==> src/rtl/pq_port_arbiter.sv <==
// pq_port_arbiter
//   Round-robin arbiter letting NUM_REQ requesters share one max-priority
//   queue. Each IDLE cycle, one eligible requester is granted a push, a pop,
//   or a replace (push+pop). The grant is followed by SETTLE_CYCLES idle
//   cycles so the queue can reorder. A pop result is returned one cycle after
//   the grant on the shared o_rsp_data bus, tagged by o_rsp_valid.
//
// Ports
//   i_CLK, i_RSTn        clock (rising edge), asynchronous active-low reset
//   i_push_valid/_data   per-requester enqueue request and key
//   o_push_ready         enqueue accepted (grant cycle, combinational)
//   i_pop_valid          per-requester dequeue request
//   o_pop_ready          dequeue accepted (grant cycle, combinational)
//   o_rsp_valid/_data    one-cycle dequeue result pulse and shared key
//   o_q_wrt/_read/_data  queue strobes and enqueue key
//   i_q_full/_empty/_data queue status and current head (maximum key)
//   o_busy               high whenever the FSM is not IDLE
//   o_level              occupancy counter (only with PQ_ARB_OCC_EN)
//
// Configuration
//   PQ_ARB_OCC_EN        define to add the o_level occupancy output

module pq_port_arbiter #(
  parameter int NUM_REQ       = 4,
  parameter int DATA_WIDTH    = 16,
  parameter int SETTLE_CYCLES = 1
) (
  input  logic                          i_CLK,
  input  logic                          i_RSTn,
  input  logic [NUM_REQ-1:0]            i_push_valid,
  input  logic [NUM_REQ*DATA_WIDTH-1:0] i_push_data,
  output logic [NUM_REQ-1:0]            o_push_ready,
  input  logic [NUM_REQ-1:0]            i_pop_valid,
  output logic [NUM_REQ-1:0]            o_pop_ready,
  output logic [NUM_REQ-1:0]            o_rsp_valid,
  output logic [DATA_WIDTH-1:0]         o_rsp_data,
  output logic                          o_q_wrt,
  output logic                          o_q_read,
  output logic [DATA_WIDTH-1:0]         o_q_data,
  input  logic                          i_q_full,
  input  logic                          i_q_empty,
  input  logic [DATA_WIDTH-1:0]         i_q_data,
`ifdef PQ_ARB_OCC_EN
  output logic [$clog2(NUM_REQ*64+1)-1:0] o_level,
`endif
  output logic                          o_busy
);

  localparam int PTR_W = (NUM_REQ > 1) ? $clog2(NUM_REQ) : 1;
  localparam int CNT_W = $clog2(SETTLE_CYCLES + 1);

  typedef enum logic {IDLE, SETTLE} state_t;

  state_t             state;
  logic [PTR_W-1:0]   rr_ptr;
  logic [CNT_W-1:0]   settle_cnt;

  logic [NUM_REQ-1:0] elig;
  logic               gnt_found;
  logic [PTR_W-1:0]   gnt_idx;
  logic               do_push;
  logic               do_pop;

  // Eligibility is suppressed outside IDLE and while reset is held, which
  // forces every strobe and ready low in those conditions.
  always_comb begin
    elig = '0;
    for (int unsigned r = 0; r < NUM_REQ; r++) begin
      elig[r] = ((i_push_valid[r] && !i_q_full) || (i_pop_valid[r] && !i_q_empty))
                && (state == IDLE) && i_RSTn;
    end
  end

  // Round-robin search upward from rr_ptr, wrapping modulo NUM_REQ.
  always_comb begin
    int unsigned idx;
    idx       = 0;
    gnt_found = 1'b0;
    gnt_idx   = '0;
    for (int unsigned i = 0; i < NUM_REQ; i++) begin
      idx = (32'(rr_ptr) + i) % NUM_REQ;
      if (!gnt_found && elig[idx]) begin
        gnt_found = 1'b1;
        gnt_idx   = PTR_W'(idx);
      end
    end
  end

  // Push is blocked by full and pop by empty, so a requester with both valid
  // degrades to push-only on empty and pop-only on full; a replace therefore
  // only happens when the queue is neither full nor empty.
  always_comb begin
    do_push      = gnt_found && i_push_valid[gnt_idx] && !i_q_full;
    do_pop       = gnt_found && i_pop_valid[gnt_idx] && !i_q_empty;
    o_push_ready = '0;
    o_pop_ready  = '0;
    if (do_push) o_push_ready[gnt_idx] = 1'b1;
    if (do_pop)  o_pop_ready[gnt_idx]  = 1'b1;
    o_q_wrt  = do_push;
    o_q_read = do_pop;
    o_q_data = do_push ? i_push_data[gnt_idx*DATA_WIDTH +: DATA_WIDTH] : '0;
  end

  always_ff @(posedge i_CLK or negedge i_RSTn) begin
    if (!i_RSTn) begin
      state       <= IDLE;
      rr_ptr      <= '0;
      settle_cnt  <= '0;
      o_busy      <= 1'b0;
      o_rsp_valid <= '0;
      o_rsp_data  <= '0;
    end else begin
      o_rsp_valid <= o_pop_ready;
      if (do_pop) o_rsp_data <= i_q_data;
      case (state)
        IDLE: begin
          if (gnt_found) begin
            state      <= SETTLE;
            o_busy     <= 1'b1;
            settle_cnt <= '0;
            rr_ptr     <= (gnt_idx == PTR_W'(NUM_REQ - 1)) ? '0 : gnt_idx + 1'b1;
          end
        end
        SETTLE: begin
          if (settle_cnt == CNT_W'(SETTLE_CYCLES - 1)) begin
            state      <= IDLE;
            o_busy     <= 1'b0;
            settle_cnt <= '0;
          end else begin
            settle_cnt <= settle_cnt + 1'b1;
          end
        end
        default: begin
          state  <= IDLE;
          o_busy <= 1'b0;
        end
      endcase
    end
  end

`ifdef PQ_ARB_OCC_EN
  always_ff @(posedge i_CLK or negedge i_RSTn) begin
    if (!i_RSTn) begin
      o_level <= '0;
    end else if (do_push && !do_pop) begin
      o_level <= o_level + 1'b1;
    end else if (do_pop && !do_push) begin
      o_level <= o_level - 1'b1;
    end
  end
`endif

endmodule

==> config.mk <==
export PLATFORM = sky130hd
export DESIGN_NAME = pq_port_arbiter
export DESIGN_NICKNAME = d
export VERILOG_FILES = /design/src/rtl/pq_port_arbiter.sv
export SDC_FILE = /design/constraint.sdc
export NUM_CORES = 1
export LEC_CHECK = 0
export ABC_AREA = 1
export CAP_MARGIN = 20
export CORE_MARGIN = 5
export CORE_UTILIZATION = 38
export CTS_CLUSTER_DIAMETER = 80
export CTS_CLUSTER_SIZE = 20
export DETAILED_ROUTE_END_ITERATION = 8
export PLACE_DENSITY = 0.81
export SLEW_MARGIN = 20
export SYNTH_ARGS = -nofsm -noshare
export SYNTH_HDL_FRONTEND = slang
export SYNTH_SLANG_ARGS = --single-unit
==> constraint.sdc <==
create_clock -name i_CLK -period 3.15 [get_ports i_CLK]
set_input_delay 0.7875 -clock i_CLK [delete_from_list [all_inputs] [get_ports i_CLK]]
set_output_delay 0.7875 -clock i_CLK [all_outputs]
set_load 0.02 [all_outputs]
# After elaboration in Yosys (flattened, before gate mapping)
# Index checks and enable logic that the tools add are counted.
[word_totals]
regBits = 25
elab_cells = 92
output_inout_bits = 47
inputBits = 92
[op_classes]
shift = 1
magnitude_cmp = 6
n_addsub = 5
mux = 35
n_bitwise = 1
reduce_logical = 35
n_eq_ne = 3
[ops]
columns = ["operator", "count"]
rows = [
  ["indexed part select 64 x 7 -> 16 bit", 1],
  ["logical AND 1 bit", 24],
  ["2-to-1 mux 1 bit", 17],
  ["2-to-1 mux 16 bit", 1],
  ["< comparator 2 x 3 -> 1 bit, second input constant", 5],
  ["binary-select mux 1 bit (select 2 bit)", 6],
  ["2-to-1 mux 2 bit", 5],
  ["2-to-1 mux 4 bit", 2],
  ["case mux 1 bit (2 select lines)", 3],
  ["logical NOT 1 bit", 5],
  ["adder 2 x 1 -> 2 bit, second input constant", 2],
  ["adder 2 bit, second input constant", 2],
  ["logical OR 1 bit", 4],
  ["!= test 2 bit, second input constant", 2],
  ["AND reduction 2 bit", 2],
  ["demux 1 bit (select 2 bit)", 1],
  ["equality test 2 bit, second input constant", 1],
  ["greater-or-equal comparator 2 x 1 -> 1 bit, second input constant", 1],
  ["adder 1 bit, second input constant", 1],
  ["inverter 1 bit", 1],
]

# Longest topological paths before layout
[depth]
ltp_word = 22
depth_mapped = 19

# Worst setup path after synthesis
# Ideal clock, no wire load.
[synth_path]
path_kind = "input to output"
start = "input i_RSTn"
end = "output o_pop_ready[2]"
slack_ns = -0.115
n_path_buf = 2
required_time_ns = 2.362
cell_stages = 15
t_arrival_ns = 2.478
path_cell_list = "inv_1 > nor2_4 > nand3_1 > nand3_1 > nand2_1 > o21ai_0 > nand2_1 > nand2_1 > nand2_1 > inv_2 > buf_4 > buf_4 > ha_1 > inv_1 > nor2_1"
[synth_between]
elab_chain_cells = 18
elab_cells_between_ends = 36
classes_between = "order compare (2); mux (21); reduce/logical (13)"
[synth_lines]
columns = ["item", "line_no", "rtl"]
rows = [
  ["from (decl)", "29", "input logic i_RSTn,"],
  ["logical AND 1 bit", "70", "&& (state == IDLE) && i_RSTn;"],
  ["binary-select mux 1 bit (select 2 bit)", "82", "if (!gnt_found && elig[idx]) begin"],
  ["2-to-1 mux 1 bit (not written as such)", "82", ""],
  ["2-to-1 mux 1 bit", "82", ""],
  ["logical NOT 1 bit", "82", ""],
  ["logical AND 1 bit", "82", ""],
  ["2-to-1 mux 1 bit", "82", ""],
  ["logical NOT 1 bit", "82", ""],
  ["[2 not listed]", "n/a", ""],
  ["logical NOT 1 bit", "82", ""],
  ["logical AND 1 bit", "82", ""],
  ["2-to-1 mux 2 bit", "82", ""],
  ["< comparator 2 x 3 -> 1 bit (not written as such), or another cell as far along", "98", "if (do_pop) o_pop_ready[gnt_idx] = 1'b1;"],
  ["logical AND 1 bit (not written as such) / 2-to-1 mux 1 bit (equally long branches)", "98, 94", ""],
  ["2-to-1 mux 1 bit (not written as such) / logical AND 1 bit (equally long branches)", "98, 94", ""],
  ["demux 1 bit (select 2 bit) / logical AND 1 bit (equally long branches)", "98, 94", ""],
  ["2-to-1 mux 4 bit (*)", "98", ""],
  ["to (decl)", "34", "output logic [NUM_REQ-1:0] o_pop_ready,"],
]
# Every way passes the cells marked *; elsewhere a longest branch is shown, timed or not. The select of a mux whose other input is x is not followed.

# Worst setup path in the final report
[layout_path]
start = "input i_RSTn"
end = "output o_q_data[14]"
[layout_between]
elab_chain_cells = 18
elab_cells_between_ends = 32
classes_between = "shift (1); mux (19); reduce/logical (12)"
[layout_lines]
columns = ["item", "line_no", "rtl"]
rows = [
  ["branches (longest 17 deep; another with binary-select mux 1 bit (select 2 bit))", "n/a", ""],
  ["2-to-1 mux 16 bit (*)", "101", "o_q_data = do_push ? i_push_data[gnt_idx*DATA_WIDTH +: DATA_WIDTH] : '0;"],
  ["to (decl)", "39", "output logic [DATA_WIDTH-1:0] o_q_data,"],
]
# Mark *: on every way between the ends. The select of a mux whose other input is x is not followed.

==> impl_results.md <==
* Ant diodes at 0
* # DRC at 0
* Failing checks: negative setup slack
* Detailed Routing Iterations Pass 1 at 4
* CTS H-tree depth at 1
* Kind of start point of the critical path: primary input
* Final setup violation count at 26
* Compound-Gate Fraction of Synth Area at slightly above 5%
* Drt initial violations at roughly 180
* Post-detailed-route wirelength per cell at around 17 um
* Starting density of the core at roughly two fifths
* Initial antenna violation count at 0
* Worst setup margin at -0.465 ns
* Cell area after synthesis at between 0.002 and 0.0025 mm2
* Cell depth of the worst hold path at 2
* Remaining antenna violation count at 0
* Net count of the finished layout at between 600 and 700
* Netlist cell types at 21
* Number of primary I/O pins at around 140
* Reg2reg start: rr_ptr[0]
* RSZ-0062 raised after global routing: yes
* Number of synthesis warnings at 0
* Maximum Capacitance Violations at 0
* Avg Vias per Cell at slightly above 5
* Number of global-route vias before repair at between 3k and 4k
* Clock buffer depth at 2
* Reg-to-reg setup timing slack at about 0.48 ns
* Clock-pin slew reported for the worst setup and hold paths after clock tree synthesis at ~0.080 ns
* Die area at between 0.007 and 0.008 mm2
* Die span in y at 88.1 um
* Arrival time at the worst endpoint at around 2.8 ns
* Number of standard cells after synthesis at 388
* Data required time of the critical path at between 2 and 2.5 ns
* Placeable core area at between 0.005 and 0.006 mm2
* Final weighted congestion in routability-driven placement at 0.885
* Post-synth net total at 484
* Hold Path Sink: o_rsp_data[2]
* Post-Synth XOR/XNOR Area at less than 1%
* Worst reg2reg path endpoint: o_rsp_data[4]
* Dominant combinational cell family by area after synthesis: simple AND/OR/NAND/NOR gates
* CTS tree: yes
* Mean post-synth cell area at 5.97 um2
* Floorplan row count at 28
* IO Port Bufs at 138
* Dpl ws at -1.26 ns
* Worst-Skew Late Latency at 0.26 ns
* Slew Viols, Final at 0
* Length in cells of the worst reg-to-reg path at 18
* Dpl hpwl at about 6700 um
* Layout cells sized above 1 at approximately a third
* Seq/Total Area, Yosys at 25.9%
* Startpoint of the most critical setup path: i_RSTn
* Synthesis-to-finish area growth at 110%
* First-pass GRT wire length at about 16000 um
* WL final at ~11000 um
* Slew at the pin with the worst max-slew slack at approximately 0.37 ns
* Post-route fraction of the period consumed by the critical path at 115%
* Pin count of the biggest net entering global routing at 31
* Relative slew margins at around 75%
* Mux cell area share after synthesis at 0%
* Overflow after GRT at 0
* Crit end category: primary output
* Clock tree root buffer cell: clkbuf_8
* Number of sinks driven by the clock tree at 24
* Global-route usage over all layers at between 20% and 30%
* Run status: complete, but fails checks
* TritonCTS Buffers at 3
* Clock skew after layout at approximately 0.0019 ns
* Post-synthesis share of cell area spent on full adders, half adders and majority gates at 2.16%
* Post-Synth Simple-Gate Area at 47.9%
* Type of the worst min-delay path: flop to flop
* Timing-limited maximum frequency at approximately 0.28 GHz
* Setup Crit Path Kind: primary input to primary output
* Largest driver fanout on the critical path at 7
* Source of the worst hold timing path: o_rsp_data[2]
* Die Width at roughly 90 um
* Via total after detailed routing at about 3.2k
* Yosys reg bits at 24
* Total count of hold-check failures in the final report at 0
* Time the worst path needs with I/O delays and setup at 3.61 ns
final cells by class:
class | instances | area [um2]
Sequential cell | 24 | 602
Inverter | 70 | 288
Clock buffer | 3 | 41.3
Timing Repair Buffer | 192 | 1960
Multi-Input combinational cell | 273 | 1890
Tap cell | 75 | 93.8
Fill cell | 331 | 1050
cell families (layout without fill, tap and decap cells):
group	after synthesis	count (layout)
flip-flops	24	24
adder cells (fa/ha/maj)	4	4
AND/OR/NAND/NOR	245	245
AO/OA/AOI/OAI	23	23
XOR/XNOR	1	1
buffers and inverters	91	265
flip-flops by register name, indices dropped and copies added (netlist names):
name         flops
rr_ptr           2
o_busy           1
o_rsp_valid      4
o_rsp_data      16
state            1
per-layer routing:
layer	GRT usage [%]	routed length, um	up-vias
li1	-	-	1533
met1	28.0	3950	1487
met2	46.0	5300	181
met3	6.21	933	40
met4	12.2	369	0
met5	0	0	-
what timing repair did:
action                                  in CTS  in global routing
hold endpoints to repair                     0                  0
hold buffers                                 0                  0
gates resized for setup                    319                 34
endpoints found under the setup margin      26                 26
setup buffers                               16                  3
cloned                                       2                  0
pin swaps                                   52                 18
worst max-delay path by stage:
| stage | to | slack (ns) | cells after the start |
|---|---|---|---|
| 6_report | o_q_data[14] | -0.46 | 20 |
| 5_1_grt | o_q_data[11] | -0.58 | 20 |
| 4_1_cts | o_q_data[0] | -0.33 | 20 |
| 3_5_place_dp | o_q_data[0] | -1.26 | 19 |
| 3_3_place_gp | o_q_data[0] | -1.17 | 16 |
| 2_1_floorplan | o_push_ready[0] | -0.05 | 16 |
layout by cell type (no fill, tap or decap), drive strengths merged, types with 2 or more instances in the layout:
cell	count
buf	91
nand3b	16
nor2	46
dfrtp	24
nand3	60
ha	4
nand2	121
inv	70
a21oi	2
clkdlybuf4s50	101
clkbuf	3
o21ai	21
through the flow:
stage	cells	cell area, um2	setup TNS [ns]	hold WS (ns)	util [%]
after floorplan	388	2420	-0.756	0.492	-
after global placement	616	4070	-30.09	0.453	68.7
after detailed placement	616	4070	-34.33	0.457	68.7
after CTS	634	4750	-7.82	0.475	80.3
after global routing	637	4870	-13.86	0.508	82.3
final	637	4870	-11.23	0.474	82.3
Yosys cell counts (all sizes together):
cell type	count	area [um2]
inv	70	263
nand4	1	12.5
nand3	60	325
ha	4	50.1
nor3	1	5.00
o21ai	21	109
xnor2	1	16.3
nand2	121	467
dfrtp	24	601
buf	21	159
nor2	46	180
nand3b	16	120
a21oi	2	10.0
worst max-delay path, stage by stage:
cell and delay, ns:
buf_8 0.08, inv_4 0.03, nor2_4 0.12, buf_12 0.16, nand3_4 0.11, nand2_2 0.11
nand2_1 0.07, nand2_2 0.11, nand2_2 0.09, nand2_4 0.09, nor2_4 0.05, nand2_4 0.10
nand2_8 0.10, inv_4 0.08, nand2_4 0.05, nand3_4 0.08, nand3_4 0.17, buf_12 0.21
nor2_4 0.09, buf_6 0.13
Power is left out: the tool's default activity adds up to more than one toggle a clock period on the data nets, which glitch-free logic cannot reach.
